[src/rtl/hazard_ctrl_pkg.sv]
// Shared types and constants for the pipeline hazard controller.
// Holds the FSM state encodings, register-address width and scoreboard defaults.
package hazard_ctrl_pkg;

  localparam int REGADDR_WIDTH = 5;
  localparam int NUM_REGS      = 1 << REGADDR_WIDTH;
  localparam int DEF_CNT_WIDTH = 2;
  localparam int FCNT_WIDTH    = 2;

  typedef enum logic [1:0] {
    HZ_IDLE     = 2'd0,
    HZ_MEM_WAIT = 2'd1,
    HZ_FLUSH    = 2'd2
  } hz_state_e;

  // A source operand conflicts when it is really read, is not $0 and still has a pending write.
  function automatic logic src_raw(input logic                     used,
                                   input logic [REGADDR_WIDTH-1:0] addr,
                                   input logic                     pending);
    return used && (addr != {REGADDR_WIDTH{1'b0}}) && pending;
  endfunction

endpackage

[src/rtl/reg_scoreboard.sv]
// Per-register count of writes issued from ID but not yet written back.
// Lookups see a same-cycle writeback already applied; $0 never counts.
module reg_scoreboard
  import hazard_ctrl_pkg::*;
#(
  parameter int CNT_WIDTH    = DEF_CNT_WIDTH,
  parameter int MAX_INFLIGHT = 3
) (
  input  logic                     clk,
  input  logic                     rst,
  input  logic                     i_issue,
  input  logic [REGADDR_WIDTH-1:0] i_issue_addr,
  input  logic                     i_retire,
  input  logic [REGADDR_WIDTH-1:0] i_retire_addr,
  input  logic [REGADDR_WIDTH-1:0] i_rd_a_addr,
  input  logic [REGADDR_WIDTH-1:0] i_rd_b_addr,
  output logic [CNT_WIDTH-1:0]     o_rd_a_cnt,
  output logic [CNT_WIDTH-1:0]     o_rd_b_cnt,
  output logic                     o_cap_full,
  output logic                     o_sb_err
);

  localparam logic [REGADDR_WIDTH-1:0] ZERO_ADDR = {REGADDR_WIDTH{1'b0}};
  localparam logic [CNT_WIDTH-1:0]     CNT_ZERO  = {CNT_WIDTH{1'b0}};
  localparam logic [CNT_WIDTH-1:0]     CNT_ONE   = CNT_WIDTH'(1);
  localparam logic [CNT_WIDTH-1:0]     CNT_MAX   = CNT_WIDTH'(MAX_INFLIGHT);

  logic [CNT_WIDTH-1:0] r_cnt [NUM_REGS];
  logic                 r_err;
  logic                 w_issue;
  logic                 w_retire;
  logic [NUM_REGS-1:0]  w_inc_vec;
  logic [NUM_REGS-1:0]  w_dec_vec;
  logic [CNT_WIDTH-1:0] w_wb_cnt;

  function automatic logic [CNT_WIDTH-1:0] bypass_cnt(input logic [CNT_WIDTH-1:0] cnt,
                                                      input logic                 hit);
    return (hit && (cnt != CNT_ZERO)) ? (cnt - CNT_ONE) : cnt;
  endfunction

  assign w_issue  = i_issue  && (i_issue_addr  != ZERO_ADDR);
  assign w_retire = i_retire && (i_retire_addr != ZERO_ADDR);

  assign o_rd_a_cnt = bypass_cnt(r_cnt[i_rd_a_addr], w_retire && (i_retire_addr == i_rd_a_addr));
  assign o_rd_b_cnt = bypass_cnt(r_cnt[i_rd_b_addr], w_retire && (i_retire_addr == i_rd_b_addr));
  assign w_wb_cnt   = bypass_cnt(r_cnt[i_issue_addr], w_retire && (i_retire_addr == i_issue_addr));
  assign o_cap_full = (i_issue_addr != ZERO_ADDR) && (w_wb_cnt == CNT_MAX);
  assign o_sb_err   = r_err;

  // One-hot increment/decrement requests for this cycle.
  always_comb begin
    w_inc_vec = {NUM_REGS{1'b0}};
    w_dec_vec = {NUM_REGS{1'b0}};
    if (w_issue) begin
      w_inc_vec[i_issue_addr] = 1'b1;
    end else begin
      w_inc_vec = {NUM_REGS{1'b0}};
    end
    if (w_retire) begin
      w_dec_vec[i_retire_addr] = 1'b1;
    end else begin
      w_dec_vec = {NUM_REGS{1'b0}};
    end
  end

  // Counter array and sticky underflow flag; issue and retire to one register cancel out.
  always_ff @(posedge clk) begin
    if (rst) begin
      for (int i = 0; i < NUM_REGS; i++) begin
        r_cnt[i] <= CNT_ZERO;
      end
      r_err <= 1'b0;
    end else begin
      for (int i = 0; i < NUM_REGS; i++) begin
        if (w_inc_vec[i] && !w_dec_vec[i]) begin
          r_cnt[i] <= r_cnt[i] + CNT_ONE;
        end else if (w_dec_vec[i] && !w_inc_vec[i] && (r_cnt[i] != CNT_ZERO)) begin
          r_cnt[i] <= r_cnt[i] - CNT_ONE;
        end
      end
      if (w_retire && (r_cnt[i_retire_addr] == CNT_ZERO)) begin
        r_err <= 1'b1;
      end
    end
  end

endmodule

[src/rtl/hazard_ctrl.sv]
// Hazard controller for the five-stage core: RAW/capacity stalls, memory freeze
// and the ID flush sequence after a taken branch.
module hazard_ctrl
  import hazard_ctrl_pkg::*;
#(
  parameter int MAX_INFLIGHT = 3,
  parameter int CNT_WIDTH    = DEF_CNT_WIDTH,
  parameter int FLUSH_CYCLES = 1
) (
  input  logic                     clk,
  input  logic                     rst,
  input  logic                     id_valid,
  input  logic [REGADDR_WIDTH-1:0] id_rs_addr,
  input  logic [REGADDR_WIDTH-1:0] id_rt_addr,
  input  logic                     id_rs_used,
  input  logic                     id_rt_used,
  input  logic [REGADDR_WIDTH-1:0] id_wb_addr,
  input  logic                     ex_branch_taken,
  input  logic                     mem_busy,
  input  logic                     wb_valid,
  input  logic [REGADDR_WIDTH-1:0] wb_addr,
  output logic                     stall_if,
  output logic                     stall_id,
  output logic                     bubble_ex,
  output logic                     flush_id,
  output logic                     sb_err
);

  localparam logic [CNT_WIDTH-1:0]  CNT_ZERO   = {CNT_WIDTH{1'b0}};
  localparam logic [FCNT_WIDTH-1:0] FCNT_ZERO  = {FCNT_WIDTH{1'b0}};
  localparam logic [FCNT_WIDTH-1:0] FCNT_ONE   = FCNT_WIDTH'(1);
  localparam logic [FCNT_WIDTH-1:0] FCNT_FULL  = FCNT_WIDTH'(FLUSH_CYCLES);
  localparam logic [FCNT_WIDTH-1:0] FCNT_FIRST = FCNT_WIDTH'(FLUSH_CYCLES - 1);

  hz_state_e              r_state, w_state_nxt;
  logic                   r_pend, w_pend_nxt;
  logic [FCNT_WIDTH-1:0]  r_fcnt, w_fcnt_nxt;
  logic [CNT_WIDTH-1:0]   w_rs_cnt, w_rt_cnt;
  logic                   w_cap_full, w_sb_err;
  logic                   w_hazard, w_issue, w_freeze, w_flush;

  assign w_hazard = id_valid &&
                    (src_raw(id_rs_used, id_rs_addr, w_rs_cnt != CNT_ZERO) ||
                     src_raw(id_rt_used, id_rt_addr, w_rt_cnt != CNT_ZERO) ||
                     w_cap_full);
  assign w_issue  = id_valid && !w_hazard && (r_state == HZ_IDLE) && !mem_busy && !ex_branch_taken;
  assign w_freeze = mem_busy || (r_state == HZ_MEM_WAIT);
  assign w_flush  = (r_state == HZ_FLUSH) || ((r_state == HZ_IDLE) && ex_branch_taken);
  assign sb_err   = w_sb_err && !rst;

  reg_scoreboard #(
    .CNT_WIDTH    (CNT_WIDTH),
    .MAX_INFLIGHT (MAX_INFLIGHT)
  ) u_sb (
    .clk           (clk),
    .rst           (rst),
    .i_issue       (w_issue),
    .i_issue_addr  (id_wb_addr),
    .i_retire      (wb_valid),
    .i_retire_addr (wb_addr),
    .i_rd_a_addr   (id_rs_addr),
    .i_rd_b_addr   (id_rt_addr),
    .o_rd_a_cnt    (w_rs_cnt),
    .o_rd_b_cnt    (w_rt_cnt),
    .o_cap_full    (w_cap_full),
    .o_sb_err      (w_sb_err)
  );

  // State, pending-flush and flush-counter registers.
  always_ff @(posedge clk) begin
    if (rst) begin
      r_state <= HZ_IDLE;
      r_pend  <= 1'b0;
      r_fcnt  <= FCNT_ZERO;
    end else begin
      r_state <= w_state_nxt;
      r_pend  <= w_pend_nxt;
      r_fcnt  <= w_fcnt_nxt;
    end
  end

  // Next state; r_fcnt counts flush cycles still owed, including the current one.
  always_comb begin
    w_state_nxt = r_state;
    w_pend_nxt  = r_pend;
    w_fcnt_nxt  = r_fcnt;
    case (r_state)
      HZ_IDLE: begin
        if (mem_busy) begin
          w_state_nxt = HZ_MEM_WAIT;
          w_pend_nxt  = r_pend || ex_branch_taken;
        end else if (ex_branch_taken) begin
          w_fcnt_nxt = FCNT_FIRST;
          if (FLUSH_CYCLES > 1) begin
            w_state_nxt = HZ_FLUSH;
          end else begin
            w_state_nxt = HZ_IDLE;
          end
        end else begin
          w_state_nxt = HZ_IDLE;
        end
      end
      HZ_MEM_WAIT: begin
        if (!mem_busy) begin
          w_pend_nxt = 1'b0;
          if (r_pend || ex_branch_taken) begin
            w_state_nxt = HZ_FLUSH;
            w_fcnt_nxt  = FCNT_FULL;
          end else begin
            w_state_nxt = HZ_IDLE;
          end
        end else begin
          w_pend_nxt = r_pend || ex_branch_taken;
        end
      end
      HZ_FLUSH: begin
        if (mem_busy) begin
          w_state_nxt = HZ_MEM_WAIT;
          w_pend_nxt  = 1'b1;
          w_fcnt_nxt  = FCNT_ZERO;
        end else if (r_fcnt <= FCNT_ONE) begin
          w_state_nxt = HZ_IDLE;
          w_fcnt_nxt  = FCNT_ZERO;
        end else begin
          w_fcnt_nxt = r_fcnt - FCNT_ONE;
        end
      end
      default: begin
        w_state_nxt = HZ_IDLE;
        w_pend_nxt  = 1'b0;
        w_fcnt_nxt  = FCNT_ZERO;
      end
    endcase
  end

  // Output priority: memory freeze, then flush, then hazard stall.
  always_comb begin
    stall_if  = 1'b0;
    stall_id  = 1'b0;
    bubble_ex = 1'b0;
    flush_id  = 1'b0;
    if (rst) begin
      stall_if = 1'b0;
    end else if (w_freeze) begin
      stall_if = 1'b1;
      stall_id = 1'b1;
    end else if (w_flush) begin
      flush_id  = 1'b1;
      bubble_ex = 1'b1;
    end else if (w_hazard) begin
      stall_if  = 1'b1;
      stall_id  = 1'b1;
      bubble_ex = 1'b1;
    end else begin
      stall_if = 1'b0;
    end
  end

endmodule

[config.mk]
export PLATFORM = sky130hd
export DESIGN_NAME = hazard_ctrl
export DESIGN_NICKNAME = d
export VERILOG_FILES = /design/src/rtl/hazard_ctrl_pkg.sv /design/src/rtl/reg_scoreboard.sv /design/src/rtl/hazard_ctrl.sv
export SDC_FILE = /design/constraint.sdc
export NUM_CORES = 1
export LEC_CHECK = 0
export ABC_CLOCK_PERIOD_IN_PS = 11500
export CAP_MARGIN = 15
export CORE_UTILIZATION = 28
export CTS_CLUSTER_SIZE = 30
export DETAILED_ROUTE_END_ITERATION = 10
export SYNTH_ARGS = -nofsm -noshare
export SYNTH_HDL_FRONTEND = slang
export SYNTH_SLANG_ARGS = --single-unit
export TNS_END_PERCENT = 20
[constraint.sdc]
create_clock -name clk -period 11.5 [get_ports clk]
set_input_delay 2.3 -clock clk [delete_from_list [all_inputs] [get_ports clk]]
set_output_delay 2.3 -clock clk [all_outputs]
set_load 0.005 [all_outputs]
# ---- Word level (Yosys, flattened, before mapping)
# Memories as Yosys holds them, arrays and structs flattened.
# Index checks and enable logic that the tools add are counted.
dict set report word_totals {
  reg_bits 6
  mem_bits_rw 64
  inputBits 28
  out_inout_bits 5
  word_cells 719
  mem_count 1
}
# memory depth width read_ports rd_clocked_by_memory_dff wr line_no
set memory_table {}
lappend memory_table {u_sb.r_cnt 32 2 36 0 32 reg_scoreboard.sv:28} ;# logic [CNT_WIDTH-1:0] r_cnt [NUM_REGS];
dict set report classes {
  n_addsub 68
  n_lt_le_gt_ge 5
  eq_ne 13
  mux 326
  bitwise_logic 64
  n_reduce_logical 238
}
# operator n
set ops {}
lappend ops {{$mux 1} 242}
lappend ops {{$mux 2} 77}
lappend ops {{$logic_and 1x1->1} 119}
lappend ops {{$reduce_bool 2->1} 37}
lappend ops {{$sub 2x1->2 const B} 36}
lappend ops {{$logic_not 1->1} 68}
lappend ops {{$add 2x1->2 const B} 32}
lappend ops {{$mux 32} 2}
lappend ops {{$or 1x1->1} 64}
lappend ops {{$reduce_bool 5->1} 4}
lappend ops {{$eq 5x5->1} 3}
lappend ops {{$lt 5x6->1 const B} 2}
lappend ops {{$pmux 2 s3} 2}
lappend ops {{$demux 1 s5} 2}
lappend ops {{$ge 5x1->1 const B} 2}
lappend ops {{$ne 2x2->1 const B} 5}
lappend ops {{$logic_or 1x1->1} 5}
lappend ops {{$eq 2x2->1 const B} 2}
lappend ops {{$logic_not 2->1} 2}
lappend ops {{$reduce_and 2->1} 2}
lappend ops {{$reduce_and 4->1} 1}
lappend ops {{$ne 3x2->1 const B} 1}
lappend ops {{$pmux 1 s3} 1}
lappend ops {{$eq 2x1->1 const B} 1}
lappend ops {{2 further kinds} 2}

# ---- Longest topological paths before layout
# Gate-level depths: netlist of run 1.
dict set report logic_depth {
  word_depth 25
  mapped_depth 18
  ltp_nobuf 13
}

# ---- Modules after synthesis
# Synthesis of run 1 repeated with hierarchy kept, for this count alone.
dict set report unflattened {
  hier_cells 792
  hier_area_um2 7010.5
}
# module instances cells_each area_each_um2
set modules_own_cells {}
lappend modules_own_cells {reg_scoreboard 1 732 6542.5}
lappend modules_own_cells {hazard_ctrl 1 60 467.9}

# ---- Least setup slack after synthesis of run 1
# No wires, ideal clock.
dict set report synth_timing {
  path_kind {input -> output}
  start {input port id_wb_addr[1]}
  end {output port bubble_ex}
  arrival_time_ns 5.470
  required_ns 9.200
  setup_slack_ns 3.730
  cell_stages 13
  path_buffers 2
  path_cell_list {clkbuf_1 -> clkbuf_1 -> mux4_2 -> a22oi_1 -> and4_1 -> ha_1 -> or4_1 -> or3_1 -> o21ai_4 -> inv_4 -> a21oi_1 -> o21ai_0 -> a2111oi_0}
}
dict set report synth_between {
  elab_chain_cells 12
  word_cells_on_any_way 16
  classes_between {add/sub: 1; eq/ne: 2; mux: 5; reduce/logical: 7; memory: 1}
}
# element line_no
set synth_lines {}
lappend synth_lines {{from (decl)} hazard_ctrl.sv:17} ;# input logic [REGADDR_WIDTH-1:0] id_wb_addr,
lappend synth_lines {{branches (longest 5 deep; another with $mem_v2 32x2)} -}
lappend synth_lines {{$logic_and 1x1->1 *} reg_scoreboard.sv:47} ;# assign o_cap_full = (i_issue_addr != ZERO_ADDR) && (w_wb_cnt == CNT_MAX);
lappend synth_lines {{$logic_or 1x1->1 *} hazard_ctrl.sv:44} ;# src_raw(id_rt_used, id_rt_addr, w_rt_cnt != CNT_ZERO) ||
lappend synth_lines {{$logic_and 1x1->1 *} hazard_ctrl.sv:42} ;# assign w_hazard = id_valid &&
lappend synth_lines {{$mux 1 *} hazard_ctrl.sv:150} ;# end else if (w_hazard) begin
lappend synth_lines {{$mux 1 *} hazard_ctrl.sv:147} ;# end else if (w_flush) begin
lappend synth_lines {{$mux 1 *} hazard_ctrl.sv:144} ;# end else if (w_freeze) begin
lappend synth_lines {{$mux 1 *} hazard_ctrl.sv:142} ;# if (rst) begin
lappend synth_lines {{to (decl)} hazard_ctrl.sv:24} ;# output logic bubble_ex,
# Every way passes the cells marked *.

# ---- Final worst setup path of run 1
dict set report layout_timing {
  start {input port id_wb_addr[0]}
  end {output port bubble_ex}
}
# Same word-level chain as after synthesis.

==> results of run 1 <==
registers in the layout (all words and copies together), names as in the netlist:
register and cells:
u_sb.r_cnt 64, u_sb.o_sb_err 1, r_fcnt 2, r_state 2, r_pend 1
layout by cell type, fill, tap and decap left out, types with 8 or more instances in the layout:
master,n
nand2_1,89
nor2_1,84
edfxtp_1,64
a21oi_1,60
mux2i_1,48
nand3_1,34
mux4_2,32
xor2_1,31
clkdlybuf4s50_1,30
nor3_1,28
o211ai_1,21
a22oi_1,20
a211oi_1,19
o21ai_0,18
nand4_1,16
buf_4,16
or3_1,14
xnor2_1,13
and3_1,12
inv_1,11
nor2b_1,10
o21a_1,10
a31oi_1,9
a311o_1,9
ha_1,9
clkbuf_16,9
nor3b_1,8
mux2_2,8
o41ai_1,8
power by group:
part	internal (W)	switching, W
clock network	0.000211	0.000118
logic	0.0000865	0.000124
registers	0.000295	0.0000374
worst max-delay path, delay by kind of cell:
kind / cells / cell delay, ps
AOI/OAI and AO/OA: 5 / 1210
buffers and inverters: 4 / 2090
and+or+nand+nor: 3 / 1190
muxes: 1 / 260
adders and majority gates: 1 / 190
through the flow:
stage | instance area (um^2) | hold WS, ps | instances
6_report | 8560 | 467 | 1235
5_1_grt | 8560 | 505 | 1235
4_1_cts | 8560 | 469 | 1235
3_5_place_dp | 8220 | 459 | 1219
3_3_place_gp | 8220 | 448 | 1219
2_1_floorplan | 7790 | 432 | 895
cell families after synthesis:
kind of cell | after synthesis | share of synthesized area [%]
adders and majority gates | 9 | 1.45
DFF | 70 | 26.2
other | 1 | 0.0482
buffers and inverters | 109 | 6.72
and+or+nand+nor | 346 | 22.3
xor gates and xnor gates | 44 | 4.95
AOI/OAI and AO/OA | 227 | 21.7
muxes | 88 | 16.6
final timing paths:
kind / end / slack, ps / depth (start not counted)
max: bubble_ex / 1920 / 14
min: r_fcnt[1] / 470 / 2
max reg2reg: u_sb.r_cnt[2][0] / 6800 / 14
min reg2reg: r_fcnt[1] / 470 / 2
metal layers:
metal / track usage, % / vias up
met5: 0 / -
met4: 7.04 / 2
met3: 5.35 / 71
met2: 28.8 / 413
met1: 25.3 / 3578
li1: - / 3330
cell type report:
type | count | area share (%)
inverters | 13 | 0.599
clock inverters | 7 | 1.32
repair buffers | 48 | 5.03
well taps | 372 | 5.44
multi-input cells | 716 | 61.1
clock buffers | 9 | 2.63
flip-flops and latches | 70 | 23.9
==> flow_metrics.tcl, run 1 <==
set metrics [dict create \
    route.met2.wl_um 11800 \
    hold_path.startpoint "r_fcnt[1]" \
    hold_buffers 0 \
    crit_path_top_delay_cell "clkdlybuf4s50_1" \
    ioPinCount 33 \
    timing.hold.worst.class "reg -> reg" \
    fin_util_pct 31.6 \
    first_global_vias 6706 \
    drt-pass1-iter-count 5 \
    finalSetupTns_ps 0 \
    synth_common_cells "nand2_1, nor2_1, edfxtp_1, a21oi_1, clkbuf_1" \
    cts.sink_count 70 \
    max_cap_viol_count 0 \
    setup_violations 0 \
    gr-usage-all-layers_pct 18.9 \
    post_synth_edffs 64 \
    worstPathCellList "clkdlybuf4s50_1 > buf_4 > mux4_2 > a22oi_1 > and4_1 > ha_1 > or4_1 > or3_1 > o21ai_4 > inv_4 > a21oi_1 > o21ai_0 > a2111oi_0 > clkdlybuf4s50_1" \
    cts-resized-gates 0 \
    grt_setup_unrepaired "no" \
    post_synth_main_area_contributors "edfxtp_1, mux4_2, mux2i_1, nand2_1, nor2_1" \
    die_y_um 169 \
    setup.worst_path.start_class "input port" \
    drive_gt1_share_pct 11.8 \
    worst_setup_path_end_kind "output port" \
    critical_path.most_common_cell "clkdlybuf4s50_1" \
    yosysWarnings 0 \
    final_net_count 895 \
    worst-slew-pin-transition_ps 1180 \
    ant_nets 0 \
    post_cts.repair.setup_buffers 0 \
    design.core.area_mm2 0.0271 \
    syn_area_mm2 0.00778 \
    final_hold_violations 0 \
    power_w 0.000871 \
    synth_ff_type "edfxtp_1" \
    design.die.area_mm2 0.0285 \
    synthesis.area_per_instance_um2 8.71 \
    synth-async-reset-ratio_pct 0 \
    finalCriticalPeriod_ps 9580 \
    cp.required_ps 9200 \
    top_count_cell_post_synth "nand2_1" \
    vias_per_inst 5.99 \
    grt.overflow.total 0 \
    clockBufferDepth 2 \
    drc 0 \
    route.detailed.wl_per_inst_um 21.7 \
    placement_rows 60 \
    met3WireLength_um 3220 \
    skew_ps 9.92 \
    clock_root_buffer "clkbuf_16" \
    ys_seq_elements 70 \
    grt_max_degree 46 \
    critical_path.max_fanout 16 \
    floorplan.initialDensity_pct 28.7 \
    detailroute.via_count 7394 \
    fraction_of_the_yosys_area_taken_by_sequential_cells_pct 26.2 \
    timing.final.ws_setup_ps 1920 \
    area.sequential_mm2 0.00204 \
    pre_cts_ws_ps 2040 \
    r2r-start "u_sb.r_cnt[11][0]" \
    cts_made_buffers 9 \
    io_buffers 32 \
    run_status "complete, no violations" \
    static_leakage_nw 2.86 \
    cts_tree "built" \
    area_occupied_by_multi_input_gates_mm2 0.00523 \
    clk-insertion-delay-late_ps 350 \
    min_period_over_period_pct 83.3 \
    peakVddDrop_v 0.0000622 \
    detail_route.wirelength.met1_um 11000 \
    yosys.area.top_type_share_pct 24.7 \
    clk_transition_reported_paths_ps 60 \
    floorplan.die.width_um 169 \
    h-tree-depth 3 \
    place.detailed.hpwl_um 18800 \
    post-synth-top-area-cell "edfxtp_1" \
    drv_slew 0 \
    postRouteWirelength_um 26700 \
    critPathKind "in -> out" \
    initial_antenna_violation_count 1 \
    netlist-cell-type-count 75 \
    place_congestion 0.978 \
    worst-endpoint-arrival_ps 7280 \
    top_layer_used_by_detailed_routing "met5" \
    drt_first_iter_violations 959 \
    timing.max_slew.rel_slack_pct 21.2 \
    grt_first_pass_wirelength_um 40300 \
    p_per_area_mw_per_mm2 102 \
    number_of_fillers_in_the_final_layout 2834 \
    fmaxAchievable_ghz 0.104 \
    synth_cells 894 \
    diodes 0 \
    synthToLayoutAreaGrowth_pct 9.97 \
    cpPeakStageDelay_ps 1070 \
    critPathLaunch "id_wb_addr[0]" \
]
Note: power is estimated with default switching activity, not from simulation.
==> inputs of run 2 (changes only) <==
--- a/config.mk
+++ b/config.mk
@@ -5,7 +5,7 @@
 export SDC_FILE = /design/constraint.sdc
 export NUM_CORES = 1
 export LEC_CHECK = 0
-export ABC_CLOCK_PERIOD_IN_PS = 11500
+export ABC_CLOCK_PERIOD_IN_PS = 8800
 export CAP_MARGIN = 15
 export CORE_UTILIZATION = 28
 export CTS_CLUSTER_SIZE = 30
==> constraint.sdc (replaced) <==
create_clock -name clk -period 8.8 [get_ports clk]
set_input_delay 1.76 -clock clk [delete_from_list [all_inputs] [get_ports clk]]
set_output_delay 1.76 -clock clk [all_outputs]
set_load 0.005 [all_outputs]
==> run 2 against run 1 <==
  * Sequential share of layout area shrank 0.11 points
  * Final cell count grew 0.65%
  * Clock-buffer cell count is the same
  * Wire length shrank 0.88%
  * First-iteration DRC count shrank 6.4%
  * Die area is the same
  * Setup slack lost 1400 ps
  * Utilization grew 0.15 points
  * Power grew 27%
  * Sequential power grew 29%
  * Flip-flop and latch count is the same
  * Design area grew 0.47%
  * Critical path type unchanged
==> flow_metrics.tcl, run 2 (synthesized netlist as in run 1, its figures left out) <==
set metrics [dict create \
    run_status "complete, no violations" \
    clk-insertion-delay-late_ps 360 \
    io_buffers 32 \
    worst_setup_path_end_kind "output port" \
    finish.cell_count_without_fillers 1243 \
    design.core.area_mm2 0.0271 \
    post-place-cells 1226 \
    place_congestion 0.995 \
    power.internal_w 0.000746 \
    design.die.area_mm2 0.0285 \
    skew_ps 13.4 \
    regMostFlops "u_sb.r_cnt" \
    ant_nets 0 \
    fmaxAchievable_ghz 0.121 \
    most-common-layout-cells "nand2_1, nor2_1, edfxtp_1" \
    met3_layer_usage_reported_by_global_route_pct 4.23 \
    area.sequential_mm2 0.00204 \
    final_hold_violations 0 \
    hold_path.startpoint "u_sb.o_sb_err" \
    postRouteWirelength_um 26500 \
    setup_violations 0 \
    whs_ps 460 \
    timing.max_slew.rel_slack_pct 18.6 \
    die_y_um 169 \
    grt_max_degree 44 \
    seq_power_share_pct 38.5 \
    h-tree-depth 3 \
    critical_path.max_fanout 8 \
    drc 0 \
    drt-pass1-iter-count 5 \
    timing.rr.end "u_sb.r_cnt[2][0]" \
    p_comb_share_pct 25.7 \
    cells_on_worst_reg2reg_path 14 \
    finalCriticalPeriod_ps 8270 \
    p_per_area_mw_per_mm2 129 \
    netSwitchingFraction_pct 32.8 \
    cts_made_buffers 9 \
    min_period_over_period_pct 94.0 \
    share_clk_of_total_power_pct 35.9 \
    initial_antenna_violation_count 0 \
    area_occupied_by_multi_input_gates_mm2 0.00523 \
    max_cap_viol_count 0 \
    route.detailed.wl_per_inst_um 21.3 \
    drt_first_iter_violations 898 \
    largest_reg_flops 64 \
    worst-slew-pin-transition_ps 1220 \
    static_leakage_nw 2.88 \
    critPathKind "in -> out" \
    floorplan.die.width_um 169 \
    floorplan.initialDensity_pct 28.7 \
    worst-endpoint-arrival_ps 6510 \
    pre_cts_ws_ps 616 \
    synthToLayoutAreaGrowth_pct 10.5 \
    drive_gt1_share_pct 12.5 \
    clockBufferDepth 2 \
    switchingPower_w 0.000365 \
    gr-usage-all-layers_pct 18.6 \
    drv_slew 0 \
    cts.sink_count 70 \
    hold_buffers 0 \
    grt_use_met2_pct 27.8 \
    final_net_count 903 \
    first_global_vias 6722 \
    place.detailed.hpwl_um 18800 \
    setup.worst_path.start_class "input port" \
    regToRegSetupSlack_ps 4020 \
    diodes 0 \
    worst_hold_path.endpoint "u_sb.o_sb_err" \
    cts_tree "built" \
    place_area_mm2 0.00827 \
    layout_top_registers "u_sb.r_cnt x64, r_fcnt x2, r_state x2" \
    clock_root_buffer "clkbuf_16" \
    timing.hold.worst.class "reg -> reg" \
    peakVddDrop_v 0.0000668 \
    ioPinCount 33 \
    finalInstanceArea_mm2 0.00860 \
    clk_transition_reported_paths_ps 50 \
    timing.final.ws_setup_ps 530 \
    timing.hold.worst_path_depth 2 \
    grt.overflow.total 0 \
    grt.met1_usage_pct 25.7 \
    grt_first_pass_wirelength_um 40300 \
    grt_setup_unrepaired "no" \
    r2r-start "u_sb.r_cnt[11][0]" \
    cts-resized-gates 0 \
    final_common_cell "nand2_1" \
    number_of_fillers_in_the_final_layout 2800 \
    vias_per_inst 5.93 \
    placement_rows 60 \
    post_cts.repair.setup_buffers 0 \
    cp.required_ps 7040 \
    detailroute.via_count 7377 \
    finalSetupTns_ps 0 \
    grt_busiest_layer "met2" \
]
-- run 2: final cells by class --
| class | instances | share of cell area (%) |
|---|---|---|
| Clock buffer | 9 | 2.62 |
| Clock inverter | 7 | 1.03 |
| Inverter | 13 | 0.597 |
| Multi-Input combinational cell | 716 | 60.8 |
| Sequential cell | 70 | 23.7 |
| Tap cell | 372 | 5.41 |
| Timing Repair Buffer | 56 | 5.75 |
-- run 2: layer usage --
layer,routed length [um],up-vias,part of all wire (%)
met3,2540,62,9.6
met5,0,-,0
li1,-,3344,-
met1,11500,3605,43
met4,953,0,3.6
met2,11500,366,43
-- run 2: stage by stage --
step / total power, W / utilization, %
detailed placement: 0.000709 / 30.5
CTS: 0.00111 / 31.7
floorplan: 0.000620 / -
global route: 0.00115 / 31.7
global placement: 0.000705 / 30.5
finish: 0.00111 / 31.7
-- run 2: critical path, stage by stage --
cell and delay, ps:
clkdlybuf4s50_1 520, and2_1 330, a22oi_1 220, nand2_1 80, o22ai_1 150, or2_1 230, inv_1 70, ha_1 190
or4_1 530, nor4_2 350, nor3b_1 170, o21ai_0 620, o21ai_0 220, a2111oi_0 480, clkdlybuf4s50_1 580
-- run 2: power groups by stage --
stage	clock network, W	logic [W]	registers [W]
after floorplan	0	0.000212	0.000408
after global placement	0	0.000274	0.000432
after detailed placement	0	0.000277	0.000432
after CTS	0.000404	0.000278	0.000425
after global routing	0.000416	0.000305	0.000429
final	0.000398	0.000285	0.000427
-- run 2: worst max path at each step --
stage / from / endpoint / slack [ps] / cells after the start
2_1_floorplan: id_wb_addr[1] / bubble_ex / 2110 / 13
3_3_place_gp: id_rt_addr[1] / bubble_ex / 760 / 15
3_5_place_dp: id_rt_addr[1] / bubble_ex / 620 / 15
4_1_cts: id_rt_addr[1] / bubble_ex / 550 / 15
5_1_grt: id_rt_addr[1] / bubble_ex / 210 / 15
6_report: id_rt_addr[1] / bubble_ex / 530 / 15
==> inputs of run 3 (changes only) <==
--- a/config.mk
+++ b/config.mk
@@ -6,7 +6,7 @@
 export NUM_CORES = 1
 export LEC_CHECK = 0
 export ABC_CLOCK_PERIOD_IN_PS = 8800
-export CAP_MARGIN = 15
+export CAP_MARGIN = 25
 export CORE_UTILIZATION = 28
 export CTS_CLUSTER_SIZE = 30
 export DETAILED_ROUTE_END_ITERATION = 10
==> run 3 against run 2 <==
  * Global-route usage hardly changed
  * Highest routed layer unchanged
  * Register-to-register slack better by 20 ps
  * Die area stayed put
  * Sequential power hardly changed
  * Clock-buffer cell count stayed put
  * Flip-flop and latch count stayed put
  * Maximum frequency hardly changed
  * Combinational power hardly changed
==> flow_metrics.tcl, run 3 (synthesized netlist as in run 1, its figures left out) <==
set metrics [dict create \
    floorplan.die.width_um 169 \
    grt.overflow.total 0 \
    finish.cell_count_without_fillers 1246 \
    gr-usage-all-layers_pct 18.6 \
    clk-insertion-delay-late_ps 350 \
    worst-endpoint-arrival_ps 6520 \
    clock_root_buffer "clkbuf_16" \
    cts_made_buffers 9 \
    finalSetupTns_ps 0 \
    drv_slew 0 \
    worstPathCellList "clkdlybuf4s50_1 > and2_1 > a22oi_1 > nand2_1 > o22ai_1 > or2_1 > inv_1 > ha_1 > or4_1 > nor4_2 > nor3b_1 > o21ai_0 > o21ai_0 > a2111oi_0 > clkdlybuf4s50_1" \
    number_of_fillers_in_the_final_layout 2814 \
    regMostFlops "u_sb.r_cnt" \
    initial_antenna_violation_count 0 \
    drive_gt1_share_pct 12.7 \
    first_global_vias 6741 \
    setup.worst_path.start_class "input port" \
    diodes 0 \
    clockBufferDepth 2 \
    h-tree-depth 3 \
    placement_rows 60 \
    timing.hold.worst_path_depth 2 \
    ioPinCount 33 \
    final_net_count 906 \
    design.core.area_mm2 0.0271 \
    place_congestion 0.995 \
    die_y_um 169 \
    drc 0 \
    cts-resized-gates 0 \
    timing.hold.worst.class "reg -> reg" \
    r2r-start "u_sb.r_cnt[11][0]" \
    hold_path.startpoint "u_sb.o_sb_err" \
    io_buffers 32 \
    worst_setup_path_end_kind "output port" \
    cp.required_ps 7040 \
    regToRegSetupSlack_ps 4040 \
    crit_path_top_delay_cell "o21ai_0" \
    final_common_cell "nand2_1" \
    cells_on_worst_reg2reg_path 14 \
    hold_buffers 0 \
    run_status "complete, no violations" \
    grt_setup_unrepaired "no" \
    postRouteWirelength_um 26400 \
    final_hold_violations 0 \
    design.die.area_mm2 0.0285 \
    drt_first_iter_violations 885 \
    critical_path.max_fanout 8 \
    ant_nets 0 \
    route.detailed.wl_per_inst_um 21.2 \
    most-common-layout-cells "nand2_1, nor2_1, edfxtp_1" \
    skew_ps 11.4 \
    fmaxAchievable_ghz 0.121 \
    worst-slew-pin-transition_ps 970 \
    min_period_over_period_pct 94.0 \
    drt-pass1-iter-count 6 \
    static_leakage_nw 2.94 \
    largest_reg_flops 64 \
    cpPeakStageDelay_ps 640 \
    clk_transition_reported_paths_ps 60 \
    max_cap_viol_count 0 \
    grt_first_pass_wirelength_um 40300 \
    layout_top_registers "u_sb.r_cnt x64, r_fcnt x2, r_state x2" \
    place.detailed.hpwl_um 18900 \
    cts_tree "built" \
    grt_max_degree 44 \
    timing.max_slew.rel_slack_pct 34.8 \
    cts.sink_count 70 \
    timing.rr.end "u_sb.r_cnt[2][1]" \
    critPathKind "in -> out" \
    peakVddDrop_v 0.0000599 \
    finalCriticalPeriod_ps 8280 \
    post_cts.repair.setup_buffers 0 \
    post-place-cells 1228 \
    vias_per_inst 5.89 \
    detailroute.via_count 7335 \
    synthToLayoutAreaGrowth_pct 11.6 \
    p_per_area_mw_per_mm2 135 \
    floorplan.initialDensity_pct 28.7 \
    setup_violations 0 \
    worst_hold_path.endpoint "u_sb.o_sb_err" \
]
run 3: report_power, final:
part | internal (W) | switching (W)
Clock | 0.000304 | 0.000153
Sequential | 0.000385 | 0.0000424
Combinational | 0.000116 | 0.000170
Total | 0.000805 | 0.000365
run 3: area by class of cell:
class | instances | area, um^2 | share of cell area [%]
Clock buffer | 9 | 225 | 2.59
Clock inverter | 7 | 136 | 1.57
Inverter | 13 | 51.3 | 0.591
Multi-Input combinational cell | 716 | 5230 | 60.2
Sequential cell | 70 | 2040 | 23.5
Tap cell | 372 | 465 | 5.36
Timing Repair Buffer | 59 | 533 | 6.14
run 3: worst max-delay path: cells and delay by family:
family / cells / cell delay [ps]
buf+inv: 3 / 1180
compound gates: 5 / 1690
fa+ha+maj: 1 / 190
simple gates: 6 / 1700
run 3: metal layers:
metal	global-route usage (%)	up-vias	wire, um
met5	0	-	0
met4	8.34	0	897
met3	3.81	61	2560
met2	28.1	422	11600
met1	25.6	3498	11400
li1	-	3354	-
run 3: how the worst max path moves through the flow:
stage / start / end / slack [ps] / cells after the start
after floorplan: id_wb_addr[1] / bubble_ex / 2110 / 13
after global placement: id_rt_addr[1] / bubble_ex / 760 / 15
after detailed placement: id_rt_addr[1] / bubble_ex / 710 / 15
after CTS: id_rt_addr[1] / bubble_ex / 650 / 15
after global routing: id_rt_addr[1] / bubble_ex / 270 / 15
final: id_rt_addr[1] / bubble_ex / 520 / 15
run 3: per-stage QoR:
stage / util [%] / power, W / instance area [um^2] / worst slack [ps] / hold slack, ps
after floorplan: - / 0.000620 / 7790 / 2110 / 432
after global placement: 30.5 / 0.000705 / 8270 / 762 / 448
after detailed placement: 30.6 / 0.000709 / 8300 / 710 / 454
after CTS: 31.9 / 0.00117 / 8660 / 648 / 466
after global routing: 32.0 / 0.00121 / 8680 / 266 / 490
final: 32.0 / 0.00117 / 8680 / 524 / 461
